===== src/rtl/br_flow_serializer_reg.sv =====
// Registered wide-to-narrow flow serializer: one holding register sliced onto the pop side,
// with the next push overlapping the final slice so the pop side sustains one flit per cycle.
module br_flow_serializer_reg #(
    parameter int PushWidth                     = 2,
    parameter int PopWidth                      = 1,
    parameter int MetadataWidth                 = 1,
    parameter bit SerializeMostSignificantFirst = 1'b1,
    parameter bit EnableAssertFinalNotValid     = 1'b1,
    localparam int SerializationRatio = PushWidth / PopWidth,
    localparam int SerFlitIdWidth     = (SerializationRatio > 1) ? $clog2(SerializationRatio) : 1
) (
    input  logic                      clk,
    input  logic                      rst,
    output logic                      push_ready,
    input  logic                      push_valid,
    input  logic [PushWidth-1:0]      push_data,
    input  logic                      push_last,
    input  logic [SerFlitIdWidth-1:0] push_last_dont_care_count,
    input  logic [MetadataWidth-1:0]  push_metadata,
    input  logic                      pop_ready,
    output logic                      pop_valid,
    output logic [PopWidth-1:0]       pop_data,
    output logic                      pop_last,
    output logic [MetadataWidth-1:0]  pop_metadata,
    output logic [SerFlitIdWidth-1:0] pop_flit_id
);

    localparam logic [SerFlitIdWidth-1:0] LastId = SerFlitIdWidth'(SerializationRatio - 1);

    logic                                        valid_q;
    logic [SerFlitIdWidth-1:0]                   flit_id_q;
    logic [PushWidth-1:0]                        data_q;
    logic                                        last_q;
    logic [SerFlitIdWidth-1:0]                   dcc_q;
    logic [MetadataWidth-1:0]                    meta_q;

    logic                                        is_final;
    logic [SerFlitIdWidth-1:0]                   slice_idx;
    logic [SerializationRatio-1:0][PopWidth-1:0] slices;
    logic                                        push_fire;
    logic                                        pop_fire;

    // The sum wraps at SerFlitIdWidth bits; legal dcc values keep it from ever wrapping.
    always_comb begin
        is_final = 1'b1;
        if (SerializationRatio > 1) begin
            is_final = (flit_id_q + dcc_q) == LastId;
        end
    end

    assign slices    = data_q;
    assign slice_idx = SerializeMostSignificantFirst ? (LastId - flit_id_q) : flit_id_q;

    assign pop_valid    = valid_q;
    assign pop_data     = slices[slice_idx];
    assign pop_last     = valid_q && last_q && is_final;
    assign pop_metadata = meta_q;
    assign pop_flit_id  = flit_id_q;

    // Registered state and pop_ready only; nothing from push_* reaches push_ready.
    assign push_ready = !rst && (!valid_q || (pop_ready && is_final));
    assign push_fire  = push_valid && push_ready;
    assign pop_fire   = pop_ready && valid_q;

    always_ff @(posedge clk) begin
        if (rst) begin
            valid_q   <= 1'b0;
            flit_id_q <= '0;
        end else if (push_fire) begin
            valid_q   <= 1'b1;
            flit_id_q <= '0;
        end else if (pop_fire) begin
            if (is_final) begin
                valid_q   <= 1'b0;
                flit_id_q <= '0;
            end else begin
                flit_id_q <= flit_id_q + 1'b1;
            end
        end
    end

    // NOTE: payload registers are qualified by valid_q, so they carry no reset.
    always_ff @(posedge clk) begin
        if (push_fire) begin
            data_q <= push_data;
            last_q <= push_last;
            dcc_q  <= push_last_dont_care_count;
            meta_q <= push_metadata;
        end
    end

`ifndef SYNTHESIS
    if (SerializationRatio > 1) begin : g_dcc_checks
        assert property (@(posedge clk) disable iff (rst)
            push_valid && push_last |-> int'(push_last_dont_care_count) < SerializationRatio);
        assert property (@(posedge clk) disable iff (rst)
            push_valid && !push_last |-> push_last_dont_care_count == '0);
    end

    assert property (@(posedge clk) disable iff (rst)
        push_valid && !push_ready |=> push_valid &&
            $stable({push_data, push_last, push_last_dont_care_count, push_metadata}));

    assert property (@(posedge clk) disable iff (rst) pop_last |-> last_q);
    assert property (@(posedge clk) disable iff (rst) int'(flit_id_q) <= SerializationRatio - 1);
    assert property (@(posedge clk) disable iff (rst)
        push_fire |-> !valid_q || (pop_ready && is_final));

    cover property (@(posedge clk) disable iff (rst) push_fire && pop_fire);
    cover property (@(posedge clk) disable iff (rst) push_fire && push_last_dont_care_count != '0);
    cover property (@(posedge clk) disable iff (rst) valid_q && !pop_ready && !is_final);

    if (EnableAssertFinalNotValid) begin : g_final_check
        final begin
            assert (!push_valid && !pop_valid);
        end
    end
`endif

endmodule

===== config.mk =====
export PLATFORM = sky130hd
export DESIGN_NAME = br_flow_serializer_reg
export DESIGN_NICKNAME = d
export VERILOG_FILES = /design/src/rtl/br_flow_serializer_reg.sv
export SDC_FILE = /design/constraint.sdc
export NUM_CORES = 1
export LEC_CHECK = 0
export ABC_AREA = 1
export CAP_MARGIN = 20
export CORE_AREA = 5 5 42 44
export DETAILED_ROUTE_END_ITERATION = 6
export DIE_AREA = 0 0 47 49
export HOLD_SLACK_MARGIN = 0.03
export PLACE_DENSITY_LB_ADDON = 0.05
export SETUP_SLACK_MARGIN = 0.1
export SKIP_CTS_REPAIR_TIMING = 1
export SLEW_MARGIN = 20
export SYNTH_ARGS = -nofsm -noshare
export SYNTH_HDL_FRONTEND = slang
export SYNTH_SLANG_ARGS = --single-unit

===== constraint.sdc =====
create_clock -name clk -period 2.8 [get_ports clk]
set_input_delay 0.28 -clock clk [delete_from_list [all_inputs] [get_ports clk]]
set_output_delay 0.28 -clock clk [all_outputs]
set_load 0.01 [all_outputs]

=== Word level (Yosys, flattened, before mapping) ===
Cells that the tools add are included.

* Register bits: 7
* Input bits: 9

* Add/sub/neg operators: 3
* $lt $le $gt $ge: 1
* Mux-type cells: 6
* Reductions and logical operators: 13

{| class="wikitable"
|+ Operators by type and width
! kind !! count
|-
| 1-bit logical AND || 6
|-
| 1-bit two-way mux || 6
|-
| 2-bit nonzero test || 2
|-
| 1-bit zero test || 2
|-
| 1-bit by 2-bit < comparator with 1-bit output, second input constant || 1
|-
| 2-bit AND reduction || 1
|-
| 2-bit OR reduction || 1
|-
| 1-bit adder || 1
|-
| 1-bit adder, second input constant || 1
|-
| 1-bit logical OR || 1
|-
| 1-bit subtractor, first input constant || 1
|}

=== Depth between registers and ports, before layout ===
Gate-level depths: netlist (run 1).

* Depth in word-level cells: 7
* Depth in mapped cells: 7
* Mapped depth without buffers: 7

=== Worst setup path after synthesis (run 1) ===
OpenSTA, ideal clock, no wires.

* Path type: register to register
* From: register flit_id_q (netlist: pop_flit_id)
* To: register data_q[0] (enable)
* Setup time: 309 ps
* Arrival: 1,034 ps
* Required time: 2,491 ps
* Setup slack: 1,457 ps
* Cell stages (with the launch flop): 7
* Path buffers: 0
* Clock period less this slack: 1,343 ps
* Cell sequence: dfxtp_1 inv_2 ha_1 nand2_1 nand2_2 nand2_2 nor2_4

* Cells in the longest elaborated chain, start to end: 5

{| class="wikitable"
|+ RTL lines
! item !! line !! text
|-
| start: declaration || 31 || <nowiki>logic [SerFlitIdWidth-1:0] flit_id_q;</nowiki>
|-
| start signal: assignment || 77 || <nowiki>flit_id_q <= flit_id_q + 1'b1;</nowiki>
|-
| 1-bit adder || 47 || <nowiki>is_final = (flit_id_q + dcc_q) == LastId;</nowiki>
|-
| 1-bit logical AND || 61 || <nowiki>assign push_ready = !rst && (!valid_q || (pop_ready && is_final));</nowiki>
|-
| 1-bit logical OR || 61 ||
|-
| 1-bit logical AND || 61 ||
|-
| 1-bit logical AND || 62 || <nowiki>assign push_fire = push_valid && push_ready;</nowiki>
|-
| via push_fire || 40 || <nowiki>logic push_fire;</nowiki>
|-
| end signal: assignment || 85 || <nowiki>data_q <= push_data;</nowiki>
|-
| end: declaration || 32 || <nowiki>logic [PushWidth-1:0] data_q;</nowiki>
|}

The timed path passes the listed nets, and every way through them passes these cells.
A chain may end at the register's enable or synchronous reset.

=== Worst setup path in the final report (run 1) ===
* From: register flit_id_q (netlist: pop_flit_id)
* To: output push_ready

* Cells in the longest elaborated chain, start to end: 4

{| class="wikitable"
|+ RTL lines
! item !! line !! text
|-
| 1-bit adder || 47 ||
|-
| 1-bit logical AND || 61 ||
|-
| 1-bit logical OR || 61 ||
|-
| 1-bit logical AND || 61 ||
|-
| end: declaration || 14 || <nowiki>output logic push_ready,</nowiki>
|}

No other way between the ends.

==> metrics.txt, run 1 <==
# TYPE chip_impl_metric gauge
chip_impl_metric{name="async_reset_ff_frac",unit=""} 0
chip_impl_metric{name="gp_congestion",unit=""} 0.6426
chip_impl_metric{name="yosys_warnings",unit=""} 0
chip_impl_metric{name="timing.critical_path.fanout_max",unit=""} 3
chip_impl_metric{name="seq_area_frac_synth",unit=""} 0.6414
chip_impl_info{name="result_of_the_run",value="finished, final reports clean"} 1
chip_impl_info{name="cts_tree",value="yes"} 1
chip_impl_metric{name="timing.final.crit_share",unit=""} 0.7163
chip_impl_metric{name="syn_nets",unit=""} 38
chip_impl_metric{name="reg2reg_setup_slack",unit="ps"} 1420
chip_impl_metric{name="synth.top_cell.area_share",unit=""} 0.5063
chip_impl_metric{name="arrival_time_at_the_worst_endpoint",unit="ps"} 1730
chip_impl_metric{name="finish.net_count",unit=""} 57
chip_impl_info{name="timing.critical_path.to_type",value="output pin"} 1
chip_impl_metric{name="detailroute.via_count",unit=""} 247
chip_impl_info{name="path_delay_family",value="buffers and inverters"} 1
chip_impl_metric{name="timing.max_cap.violations",unit=""} 0
chip_impl_metric{name="areaGrowthSynthToFinish",unit="%"} 62.87
chip_impl_metric{name="required",unit="ps"} 2520
chip_impl_info{name="hold_class",value="reg -> reg"} 1
chip_impl_metric{name="timing_worst_slew_pin_value",unit="ps"} 181.6
chip_impl_metric{name="globalRouteOverflowTotal",unit=""} 0
chip_impl_metric{name="worstRegToRegCells",unit=""} 6
chip_impl_metric{name="final-instance-count-excl-fill",unit=""} 62
chip_impl_metric{name="core_area",unit="sq um"} 1401
chip_impl_metric{name="power.leakage",unit="nW"} 0.2044
chip_impl_metric{name="clock-sinks",unit=""} 7
chip_impl_metric{name="initial_antenna_violation_count",unit=""} 0
chip_impl_metric{name="port_buffers",unit=""} 14
chip_impl_metric{name="tritoncts.num_buffers",unit=""} 3
chip_impl_info{name="synth_commonest_cells",value="6 x sky130_fd_sc_hd__nand2_1, 5 x sky130_fd_sc_hd__edfxtp_1, 5 x sky130_fd_sc_hd__inv_1"} 1
chip_impl_metric{name="clk-insertion-delay-late",unit="ps"} 250
chip_impl_metric{name="clock_tree.htree_level_count",unit=""} 1
chip_impl_metric{name="syn_area_per_cell",unit="sq um"} 10.59
chip_impl_info{name="path_common_cell",value="sky130_fd_sc_hd__nand2_2"} 1
chip_impl_metric{name="largest_net_degree_at_the_start_of_global_routing",unit=""} 7
chip_impl_metric{name="finalMaxSlewViolations",unit=""} 0
chip_impl_info{name="ctsRootBufferMaster",value="sky130_fd_sc_hd__clkbuf_4"} 1
chip_impl_metric{name="avgRoutedWirePerCell",unit="microns"} 9.339
chip_impl_metric{name="finClkSkew",unit="ps"} 9.211
chip_impl_metric{name="power.ir.vdd_worst",unit="mV"} 0.2443
chip_impl_metric{name="max_stage_delay",unit="ps"} 520
chip_impl_metric{name="finalWorstPathRequiredPeriod",unit="ps"} 2006
chip_impl_metric{name="vias_in_the_first_global_route",unit=""} 220
chip_impl_metric{name="routed_wl",unit="microns"} 579
chip_impl_info{name="top_cells_by_area_synth",value="sky130_fd_sc_hd__edfxtp_1 51%, sky130_fd_sc_hd__dfxtp_1 14%, sky130_fd_sc_hd__nand2_1 7.6%"} 1
chip_impl_info{name="critical_path_class",value="reg -> out"} 1
chip_impl_info{name="post-synth-top-count-cell",value="sky130_fd_sc_hd__nand2_1"} 1
chip_impl_metric{name="num-fill-cells",unit=""} 158
chip_impl_metric{name="grt_use_total",unit=""} 0.05603
chip_impl_metric{name="power-per-cell-area",unit="nW/um^2"} 511.5
chip_impl_metric{name="drt_pre_antenna_iters",unit=""} 4
chip_impl_info{name="rsz0062_at_grt",value="false"} 1
chip_impl_metric{name="cts_clock_pin_slew_for_the_worst_setup_and_hold_paths",unit="ps"} 50
chip_impl_metric{name="die_area",unit="sq um"} 2303
chip_impl_info{name="regToRegEndpoint",value="pop_metadata"} 1
chip_impl_metric{name="cts_max_path_buffers",unit=""} 2
chip_impl_metric{name="floorplan.rows",unit=""} 14
chip_impl_metric{name="pin_count",unit=""} 15
chip_impl_info{name="min_delay_worst_endpoint",value="pop_valid"} 1
chip_impl_metric{name="synth.ff_latch_count",unit=""} 7
chip_impl_info{name="timing.rr.start",value="pop_flit_id"} 1
chip_impl_metric{name="place_hpwl",unit="microns"} 470.8
chip_impl_info{name="crit_start",value="pop_flit_id"} 1
chip_impl_info{name="critical_path_cell_by_cell",value="inv_2 > ha_1 > nand2_1 > nand2_2 > nand2_2 > inv_1 > clkdlybuf4s50_1"} 1
chip_impl_metric{name="numPlacedInstances",unit=""} 58
chip_impl_metric{name="timing.setup.tns",unit="ps"} 0
chip_impl_metric{name="grt_pass1_wl",unit="microns"} 862
chip_impl_metric{name="die_w",unit="microns"} 47
chip_impl_info{name="netlist.top_cell.by_area",value="sky130_fd_sc_hd__edfxtp_1"} 1
chip_impl_metric{name="drt_drc_violations_left",unit=""} 0
chip_impl_info{name="critPathLaunchType",value="flip-flop"} 1
chip_impl_info{name="synth_ff_type",value="sky130_fd_sc_hd__edfxtp_1"} 1
chip_impl_metric{name="die_extent_in_y",unit="microns"} 49
chip_impl_metric{name="initial_core_util",unit=""} 0.2116
chip_impl_metric{name="diodes",unit=""} 0
chip_impl_info{name="worst_min_delay_path_startpoint",value="pop_valid"} 1
chip_impl_metric{name="synth_cells",unit=""} 28
chip_impl_metric{name="hold_viol",unit=""} 0
chip_impl_metric{name="synthDistinctLibCells",unit=""} 12
chip_impl_metric{name="timing.final.ws_setup",unit="ps"} 794.5
chip_impl_metric{name="fmax",unit="MHz"} 498.6
chip_impl_metric{name="mappedNetlistArea",unit="sq um"} 296.5
chip_impl_metric{name="timing.slew.headroom",unit=""} 0.8786
chip_impl_metric{name="place_ws",unit="ps"} 938.0
chip_impl_info{name="critical-path-slowest-cell",value="sky130_fd_sc_hd__clkdlybuf4s50_1"} 1
chip_impl_metric{name="cp.buffers_inverters",unit=""} 3
chip_impl_metric{name="post_route_cells_drive_above_1_share",unit=""} 0.1522
chip_impl_metric{name="final-setup-viol-count",unit=""} 0
chip_impl_metric{name="final_antenna_net_count",unit=""} 0
chip_impl_metric{name="synth-edff-count",unit=""} 5
chip_impl_metric{name="worst_hold_path.num_cells",unit=""} 2
chip_impl_metric{name="vias_per_cell",unit=""} 3.984
chip_impl_metric{name="initialDrtViolationCount",unit=""} 6
-- metrics by stage --
| stage | hold slack (ps) | util | power (mW) | instance area [sq um] |
|---|---|---|---|---|
| after floorplan | 349.1 | - | 0.1363 | 296.5 |
| final | 553.1 | 0.3446 | 0.2470 | 483.0 |
| after detailed placement | 538.9 | 0.3259 | 0.1605 | 456.7 |
| after CTS | 548.0 | 0.3446 | 0.2522 | 483.0 |
| after global placement | 525.6 | 0.3259 | 0.1599 | 456.7 |
| after global routing | 565.0 | 0.3446 | 0.2646 | 483.0 |
-- registers in the layout, summed over array words and instances (netlist names) --
name	count
last_q	1
pop_flit_id	1
pop_valid	1
pop_metadata	1
dcc_q	1
data_q	2
-- tightest hold or removal path, stage by stage, from the launching register on --
cell and delay (ps):
sky130_fd_sc_hd__dfxtp_1 350, sky130_fd_sc_hd__nand2_2 90, sky130_fd_sc_hd__a21oi_1 60
-- layer usage --
metal  vias up  global-route usage  wire (microns)
li1        125                   -               -
met3         0             0.05535              63
met4         0             0.01382               0
met5         -                   0               0
met2         9             0.08597             306
met1       113             0.05169             209
-- area by class of cell --
class | count | area (sq um) | area share
tap | 16 | 20.02 | 0.04145
inverter | 6 | 22.52 | 0.04663
timing repair buffer | 14 | 140.1 | 0.2902
sequential | 7 | 190.2 | 0.3938
clock buffer | 4 | 26.28 | 0.05440
multi-input combinational | 15 | 83.83 | 0.1736
-- worst max-delay path by stage --
stage	end	slack (ps)	depth (start not counted)
after global routing	push_ready	690	7
final	push_ready	790	7
after global placement	push_ready	960	6
after CTS	push_ready	770	7
after detailed placement	push_ready	940	6
after floorplan	data_q[0]	1460	6
-- placed cells by master (no fill, tap or decap) --
cell type and instances:
sky130_fd_sc_hd__nand2_1 6, sky130_fd_sc_hd__inv_2 1, sky130_fd_sc_hd__clkdlybuf4s50_1 14, sky130_fd_sc_hd__nand2_2 2, sky130_fd_sc_hd__nor2_4 1, sky130_fd_sc_hd__edfxtp_1 5, sky130_fd_sc_hd__a21oi_1 1, sky130_fd_sc_hd__clkbuf_1 1
sky130_fd_sc_hd__and3_1 1, sky130_fd_sc_hd__nor2_1 1, sky130_fd_sc_hd__nand3_1 2, sky130_fd_sc_hd__ha_1 1, sky130_fd_sc_hd__clkbuf_4 3, sky130_fd_sc_hd__dfxtp_1 2, sky130_fd_sc_hd__inv_1 5
-- power by group --
part / switching, mW / internal, mW
sequential: 0.00284 / 0.117
clock: 0.0347 / 0.0542
combinational: 0.0154 / 0.0230
-- kinds of logic after synthesis --
kind of cell	count (synthesis)	share of synthesized area
AND/OR/NAND/NOR	13	0.2236
flip-flops	7	0.6413
AO/OA/AOI/OAI	1	0.01686
buffers and inverters	6	0.07594
adder cells (fa/ha/maj)	1	0.04219
Note: power is estimated with default switching activity, not from simulation.
==> inputs of run 2 (changes only) <==
==> constraint.sdc (replaced) <==
create_clock -name clk -period 1.6 [get_ports clk]
set_input_delay 0.16 -clock clk [delete_from_list [all_inputs] [get_ports clk]]
set_output_delay 0.16 -clock clk [all_outputs]
set_load 0.01 [all_outputs]
==> run 2 against run 1 <==
  * Design area is 9.6% higher
  * Register-to-register slack worse by 1300 ps
  * Sequential cell count stayed put
  * Sequential share of layout area is 3.2 points lower
  * Global-route usage is 0.85 points higher
  * Critical path type unchanged
  * Largest power group unchanged
==> metrics.txt, run 2 (synthesized netlist as in run 1, its figures left out) <==
# TYPE chip_impl_metric gauge
chip_impl_metric{name="finalPower",unit="mW"} 0.4415
chip_impl_info{name="result_of_the_run",value="finished, final reports clean"} 1
chip_impl_metric{name="fmax",unit="MHz"} 686.4
chip_impl_metric{name="timing.hold.ws",unit="ps"} 467.6
chip_impl_metric{name="detailroute.via_count",unit=""} 262
chip_impl_metric{name="drt_pre_antenna_iters",unit=""} 2
chip_impl_metric{name="finalWorstPathRequiredPeriod",unit="ps"} 1457
chip_impl_metric{name="initial_core_util",unit=""} 0.2116
chip_impl_metric{name="floorplan.rows",unit=""} 14
chip_impl_metric{name="pin_count",unit=""} 15
chip_impl_metric{name="place_hpwl",unit="microns"} 511.1
chip_impl_metric{name="finish.net_count",unit=""} 62
chip_impl_info{name="rsz0062_at_grt",value="true"} 1
chip_impl_metric{name="clock-sinks",unit=""} 7
chip_impl_info{name="hold_class",value="in -> reg"} 1
chip_impl_metric{name="cts_clock_pin_slew_for_the_worst_setup_and_hold_paths",unit="ps"} 50
chip_impl_metric{name="clk-insertion-delay-late",unit="ps"} 240
chip_impl_metric{name="gp_congestion",unit=""} 0.6439
chip_impl_metric{name="final-instance-count-excl-fill",unit=""} 67
chip_impl_metric{name="port_buffers",unit=""} 14
chip_impl_info{name="max_flop_register",value="data_q"} 1
chip_impl_metric{name="cts_max_path_buffers",unit=""} 2
chip_impl_metric{name="final-setup-viol-count",unit=""} 0
chip_impl_metric{name="num-fill-cells",unit=""} 157
chip_impl_metric{name="final_antenna_net_count",unit=""} 0
chip_impl_metric{name="timing_worst_slew_pin_value",unit="ps"} 177.6
chip_impl_info{name="critPathLaunchType",value="flip-flop"} 1
chip_impl_metric{name="power.leakage",unit="nW"} 0.2662
chip_impl_metric{name="timing.final.ws_setup",unit="ps"} 143.1
chip_impl_info{name="timing.critical_path.to_type",value="output pin"} 1
chip_impl_metric{name="avgRoutedWirePerCell",unit="microns"} 9.224
chip_impl_metric{name="grt_pass1_wl",unit="microns"} 1014
chip_impl_metric{name="vias_per_cell",unit=""} 3.910
chip_impl_metric{name="die_extent_in_y",unit="microns"} 49
chip_impl_metric{name="power.ir.vdd_worst",unit="mV"} 0.3851
chip_impl_metric{name="grt_use_total",unit=""} 0.06449
chip_impl_info{name="cts_tree",value="yes"} 1
chip_impl_metric{name="die_w",unit="microns"} 47
chip_impl_metric{name="timing.max_cap.violations",unit=""} 0
chip_impl_metric{name="routed_wl",unit="microns"} 618
chip_impl_metric{name="reg2reg_setup_slack",unit="ps"} 150
chip_impl_metric{name="finalMaxSlewViolations",unit=""} 0
chip_impl_metric{name="timing.slew.headroom",unit=""} 0.8813
chip_impl_metric{name="vias_in_the_first_global_route",unit=""} 235
chip_impl_metric{name="areaGrowthSynthToFinish",unit="%"} 78.48
chip_impl_metric{name="finClkSkew",unit="ps"} 2.582
chip_impl_metric{name="clock_tree.htree_level_count",unit=""} 1
chip_impl_metric{name="drt_drc_violations_left",unit=""} 0
chip_impl_metric{name="largest_net_degree_at_the_start_of_global_routing",unit=""} 7
chip_impl_metric{name="numPlacedInstances",unit=""} 62
chip_impl_metric{name="post_route_cells_drive_above_1_share",unit=""} 0.2549
chip_impl_metric{name="hold_viol",unit=""} 0
chip_impl_metric{name="timing.critical_path.fanout_max",unit=""} 2
chip_impl_metric{name="die_area",unit="sq um"} 2303
chip_impl_metric{name="place_ws",unit="ps"} 28.75
chip_impl_metric{name="diodes",unit=""} 0
chip_impl_info{name="layout.cells.most_common",value="sky130_fd_sc_hd__clkdlybuf4s50_1"} 1
chip_impl_info{name="ctsRootBufferMaster",value="sky130_fd_sc_hd__clkbuf_4"} 1
chip_impl_info{name="critical_path_class",value="reg -> out"} 1
chip_impl_metric{name="required",unit="ps"} 1440
chip_impl_metric{name="globalRouteOverflowTotal",unit=""} 0
chip_impl_metric{name="largest_register_ffs",unit=""} 2
chip_impl_metric{name="power-per-cell-area",unit="nW/um^2"} 834.2
chip_impl_metric{name="tritoncts.num_buffers",unit=""} 3
chip_impl_info{name="most-common-layout-cells",value="11 x sky130_fd_sc_hd__clkdlybuf4s50_1, 6 x sky130_fd_sc_hd__nand2_1, 5 x sky130_fd_sc_hd__inv_1, 5 x sky130_fd_sc_hd__edfxtp_1, 5 x sky130_fd_sc_hd__buf_4"} 1
chip_impl_metric{name="initialDrtViolationCount",unit=""} 4
chip_impl_metric{name="timing.final.crit_share",unit=""} 0.9106
chip_impl_metric{name="arrival_time_at_the_worst_endpoint",unit="ps"} 1300
chip_impl_metric{name="initial_antenna_violation_count",unit=""} 0
chip_impl_metric{name="core_area",unit="sq um"} 1401
-- run 2: where the power goes --
part | total (mW) | internal (mW) | switching [mW]
clock network | 0.155 | 0.0948 | 0.0602
registers | 0.209 | 0.205 | 0.00455
logic | 0.0773 | 0.0481 | 0.0292
total | 0.442 | 0.348 | 0.0940
-- run 2: area by class of cell --
type / count / area, sq um / area share
multi-input cells: 15 / 83.83 / 0.1584
flip-flops and latches: 7 / 191.4 / 0.3617
clock buffers: 4 / 26.28 / 0.04965
inverters: 6 / 22.52 / 0.04255
repair buffers: 19 / 185.2 / 0.3499
well taps: 16 / 20.02 / 0.03783
-- run 2: final timing paths --
path | cells after the start | start | to
worst max-delay path | 7 | pop_flit_id | push_ready
worst min register to register | 4 | pop_valid | pop_flit_id
worst max register to register | 7 | pop_flit_id | dcc_q
worst min-delay path | 1 | push_metadata | pop_metadata
-- run 2: per-stage QoR --
step	utilization	cell area, sq um	TNS, ps
after floorplan	-	296.5	0
after global placement	0.3473	486.7	0
after detailed placement	0.3473	486.7	0
after CTS	0.3661	513.0	-424.3
after global routing	0.3777	529.3	0
final	0.3777	529.3	0
-- run 2: worst max-delay path, stage by stage (launching register included) --
cell and delay (ps):
sky130_fd_sc_hd__dfxtp_2 330, sky130_fd_sc_hd__inv_2 40, sky130_fd_sc_hd__ha_1 290, sky130_fd_sc_hd__nand2_1 80
sky130_fd_sc_hd__nand2_2 60, sky130_fd_sc_hd__nand2_2 60, sky130_fd_sc_hd__inv_1 30, sky130_fd_sc_hd__dlymetal6s2s_1 160
-- run 2: metal layers --
metal  wire length (microns)  GRT usage  vias to the layer above
met4                       0    0.04147                        0
met3                      52    0.03690                        0
met2                     339    0.09955                        7
met5                       0          0                        -
met1                     227    0.06278                      122
li1                        -          -                      133
==> inputs of run 3 (changes only) <==
--- a/config.mk
+++ b/config.mk
@@ -18,3 +18,4 @@
 export SYNTH_ARGS = -nofsm -noshare
 export SYNTH_HDL_FRONTEND = slang
 export SYNTH_SLANG_ARGS = --single-unit
+export TNS_END_PERCENT = 1
==> constraint.sdc (replaced) <==
create_clock -name clk -period 1.2 [get_ports clk]
set_input_delay 0.12 -clock clk [delete_from_list [all_inputs] [get_ports clk]]
set_output_delay 0.12 -clock clk [all_outputs]
set_load 0.01 [all_outputs]
==> run 3 against run 2 <==
  * The flow now finishes with violations (negative setup slack)
  * Highest routed layer unchanged
  * Register-to-register slack got worse by 360 ps
  * Sequential share of layout area is 1.4 points lower
  * Critical path type is now reg -> reg
  * Final cell count grew 3.0%
  * First-iteration DRC count shrank 100%
  * Sequential power grew 33%
  * Clock power rose by 32%
  * Count of clock-buffer cells in the layout is the same
==> metrics.txt, run 3 (synthesized netlist as in run 1, its figures left out) <==
# TYPE chip_impl_metric gauge
chip_impl_info{name="result_of_the_run",value="finished with violations"} 1
chip_impl_info{name="violations",value="negative setup slack"} 1
chip_impl_metric{name="tritoncts.num_buffers",unit=""} 3
chip_impl_metric{name="vias_per_cell",unit=""} 3.855
chip_impl_info{name="worst_min_delay_path_startpoint",value="push_metadata"} 1
chip_impl_metric{name="timing.final.ws_setup",unit="ps"} -212.4
chip_impl_metric{name="clock-sinks",unit=""} 7
chip_impl_metric{name="largest_net_degree_at_the_start_of_global_routing",unit=""} 7
chip_impl_metric{name="detailroute.via_count",unit=""} 266
chip_impl_metric{name="drt_pre_antenna_iters",unit=""} 1
chip_impl_metric{name="clk-insertion-delay-late",unit="ps"} 250
chip_impl_metric{name="grt_use_total",unit=""} 0.06374
chip_impl_metric{name="die_w",unit="microns"} 47
chip_impl_info{name="most-common-layout-cells",value="8 x sky130_fd_sc_hd__clkdlybuf4s50_1, 6 x sky130_fd_sc_hd__buf_4, 5 x sky130_fd_sc_hd__edfxtp_1"} 1
chip_impl_info{name="min_delay_worst_endpoint",value="pop_metadata"} 1
chip_impl_metric{name="cts_max_path_buffers",unit=""} 2
chip_impl_metric{name="die_extent_in_y",unit="microns"} 49
chip_impl_info{name="crit_start",value="pop_flit_id"} 1
chip_impl_metric{name="finalMaxSlewViolations",unit=""} 0
chip_impl_metric{name="gp_congestion",unit=""} 0.6249
chip_impl_info{name="timing.critical_path.to_type",value="flip-flop"} 1
chip_impl_metric{name="timing.critical_path.fanout_max",unit=""} 6
chip_impl_metric{name="largest_register_ffs",unit=""} 2
chip_impl_metric{name="diodes",unit=""} 0
chip_impl_metric{name="power.leakage",unit="nW"} 0.2805
chip_impl_metric{name="timing.final.crit_share",unit=""} 1.177
chip_impl_metric{name="post_route_cells_drive_above_1_share",unit=""} 0.4151
chip_impl_metric{name="pin_count",unit=""} 15
chip_impl_info{name="layout.cells.most_common",value="sky130_fd_sc_hd__clkdlybuf4s50_1"} 1
chip_impl_info{name="critical_path_class",value="reg -> reg"} 1
chip_impl_metric{name="die_area",unit="sq um"} 2303
chip_impl_info{name="timing.rr.start",value="pop_flit_id"} 1
chip_impl_metric{name="place_hpwl",unit="microns"} 511.2
chip_impl_metric{name="fmax",unit="MHz"} 708.0
chip_impl_metric{name="numPlacedInstances",unit=""} 64
chip_impl_metric{name="power-per-cell-area",unit="nW/um^2"} 1082
chip_impl_metric{name="initialDrtViolationCount",unit=""} 0
chip_impl_metric{name="final_antenna_net_count",unit=""} 0
chip_impl_metric{name="power.ir.vdd_worst",unit="mV"} 0.4660
chip_impl_metric{name="required",unit="ps"} 1140
chip_impl_metric{name="drt_drc_violations_left",unit=""} 0
chip_impl_metric{name="clock_tree.htree_level_count",unit=""} 1
chip_impl_metric{name="vias_in_the_first_global_route",unit=""} 251
chip_impl_metric{name="timing.slew.headroom",unit=""} 0.8786
chip_impl_metric{name="routed_wl",unit="microns"} 625
chip_impl_info{name="cts_tree",value="yes"} 1
chip_impl_info{name="rsz0062_at_grt",value="true"} 1
chip_impl_metric{name="grt_pass1_wl",unit="microns"} 979
chip_impl_metric{name="final-instance-count-excl-fill",unit=""} 69
chip_impl_metric{name="initial_core_util",unit=""} 0.2116
chip_impl_metric{name="reg2reg_setup_slack",unit="ps"} -210
chip_impl_metric{name="finish.net_count",unit=""} 64
chip_impl_info{name="hold_class",value="in -> reg"} 1
chip_impl_metric{name="core_area",unit="sq um"} 1401
chip_impl_metric{name="place_ws",unit="ps"} -308.0
chip_impl_metric{name="finalWorstPathRequiredPeriod",unit="ps"} 1412
chip_impl_metric{name="timing_worst_slew_pin_value",unit="ps"} 181.7
chip_impl_metric{name="port_buffers",unit=""} 14
chip_impl_metric{name="final-setup-viol-count",unit=""} 8
chip_impl_info{name="critPathLaunchType",value="flip-flop"} 1
chip_impl_metric{name="floorplan.rows",unit=""} 14
chip_impl_metric{name="timing.max_cap.violations",unit=""} 0
chip_impl_info{name="regToRegEndpoint",value="dcc_q"} 1
chip_impl_metric{name="hold_viol",unit=""} 0
chip_impl_metric{name="worstRegToRegCells",unit=""} 7
chip_impl_metric{name="areaGrowthSynthToFinish",unit="%"} 85.65
chip_impl_metric{name="finClkSkew",unit="ps"} 6.527
chip_impl_info{name="ctsRootBufferMaster",value="sky130_fd_sc_hd__clkbuf_4"} 1
chip_impl_metric{name="avgRoutedWirePerCell",unit="microns"} 9.058
chip_impl_metric{name="worst_hold_path.num_cells",unit=""} 1
chip_impl_metric{name="arrival_time_at_the_worst_endpoint",unit="ps"} 1350
chip_impl_metric{name="cts_clock_pin_slew_for_the_worst_setup_and_hold_paths",unit="ps"} 50
chip_impl_metric{name="globalRouteOverflowTotal",unit=""} 0
chip_impl_metric{name="initial_antenna_violation_count",unit=""} 0
chip_impl_info{name="max_flop_register",value="data_q"} 1
run 3: how the worst max path moves through the flow:
stage	to	slack [ps]
CTS	push_ready	-590
global placement	push_ready	-290
detailed placement	push_ready	-310
floorplan	data_q[0]	-90
global route	dcc_q	-290
finish	dcc_q	-210
run 3: cell type report:
cell class,count,area [sq um]
Inverter,6,22.52
Clock buffer,4,26.28
Multi-Input combinational cell,15,101.3
Fill cell,151,850.8
Sequential cell,7,191.4
Tap cell,16,20.02
Timing Repair Buffer,21,188.9
run 3: critical path: stages (launching register included):
cell                      delay [ps]
sky130_fd_sc_hd__dfxtp_2         330
sky130_fd_sc_hd__inv_2            50
sky130_fd_sc_hd__ha_4            260
sky130_fd_sc_hd__nand2_2          50
sky130_fd_sc_hd__nand2_2          60
sky130_fd_sc_hd__nand2_2          60
sky130_fd_sc_hd__buf_6           110
sky130_fd_sc_hd__nor2_4          180
run 3: power by group:
part | switching, mW | internal [mW] | leakage, nW | total [mW]
clock network | 0.0786 | 0.126 | 0.0150 | 0.205
logic | 0.0439 | 0.0682 | 0.202 | 0.112
registers | 0.00559 | 0.273 | 0.0635 | 0.278
run 3: metrics by stage:
step	setup TNS [ps]	hold slack [ps]	utilization	area [sq um]	power, mW
after floorplan	-459.7	189.1	-	297.8	0.3185
after global placement	-1801	517.8	0.3589	503.0	0.3907
after detailed placement	-1948	526.0	0.3589	503.0	0.3923
after CTS	-3111	414.4	0.3777	529.3	0.6081
after global routing	-2005	412.5	0.3929	550.5	0.6404
final	-1341	426.4	0.3929	550.5	0.5956
run 3: per-layer routing:
metal  wire length (microns)  share of wire  GRT usage  up-vias
li1                        -              -          -      139
met1                     219           0.35    0.06040      120
met2                     359           0.57    0.09502        7
met3                      45          0.072    0.03321        0
met4                       0              0    0.05530        0
met5                       0              0          0        -
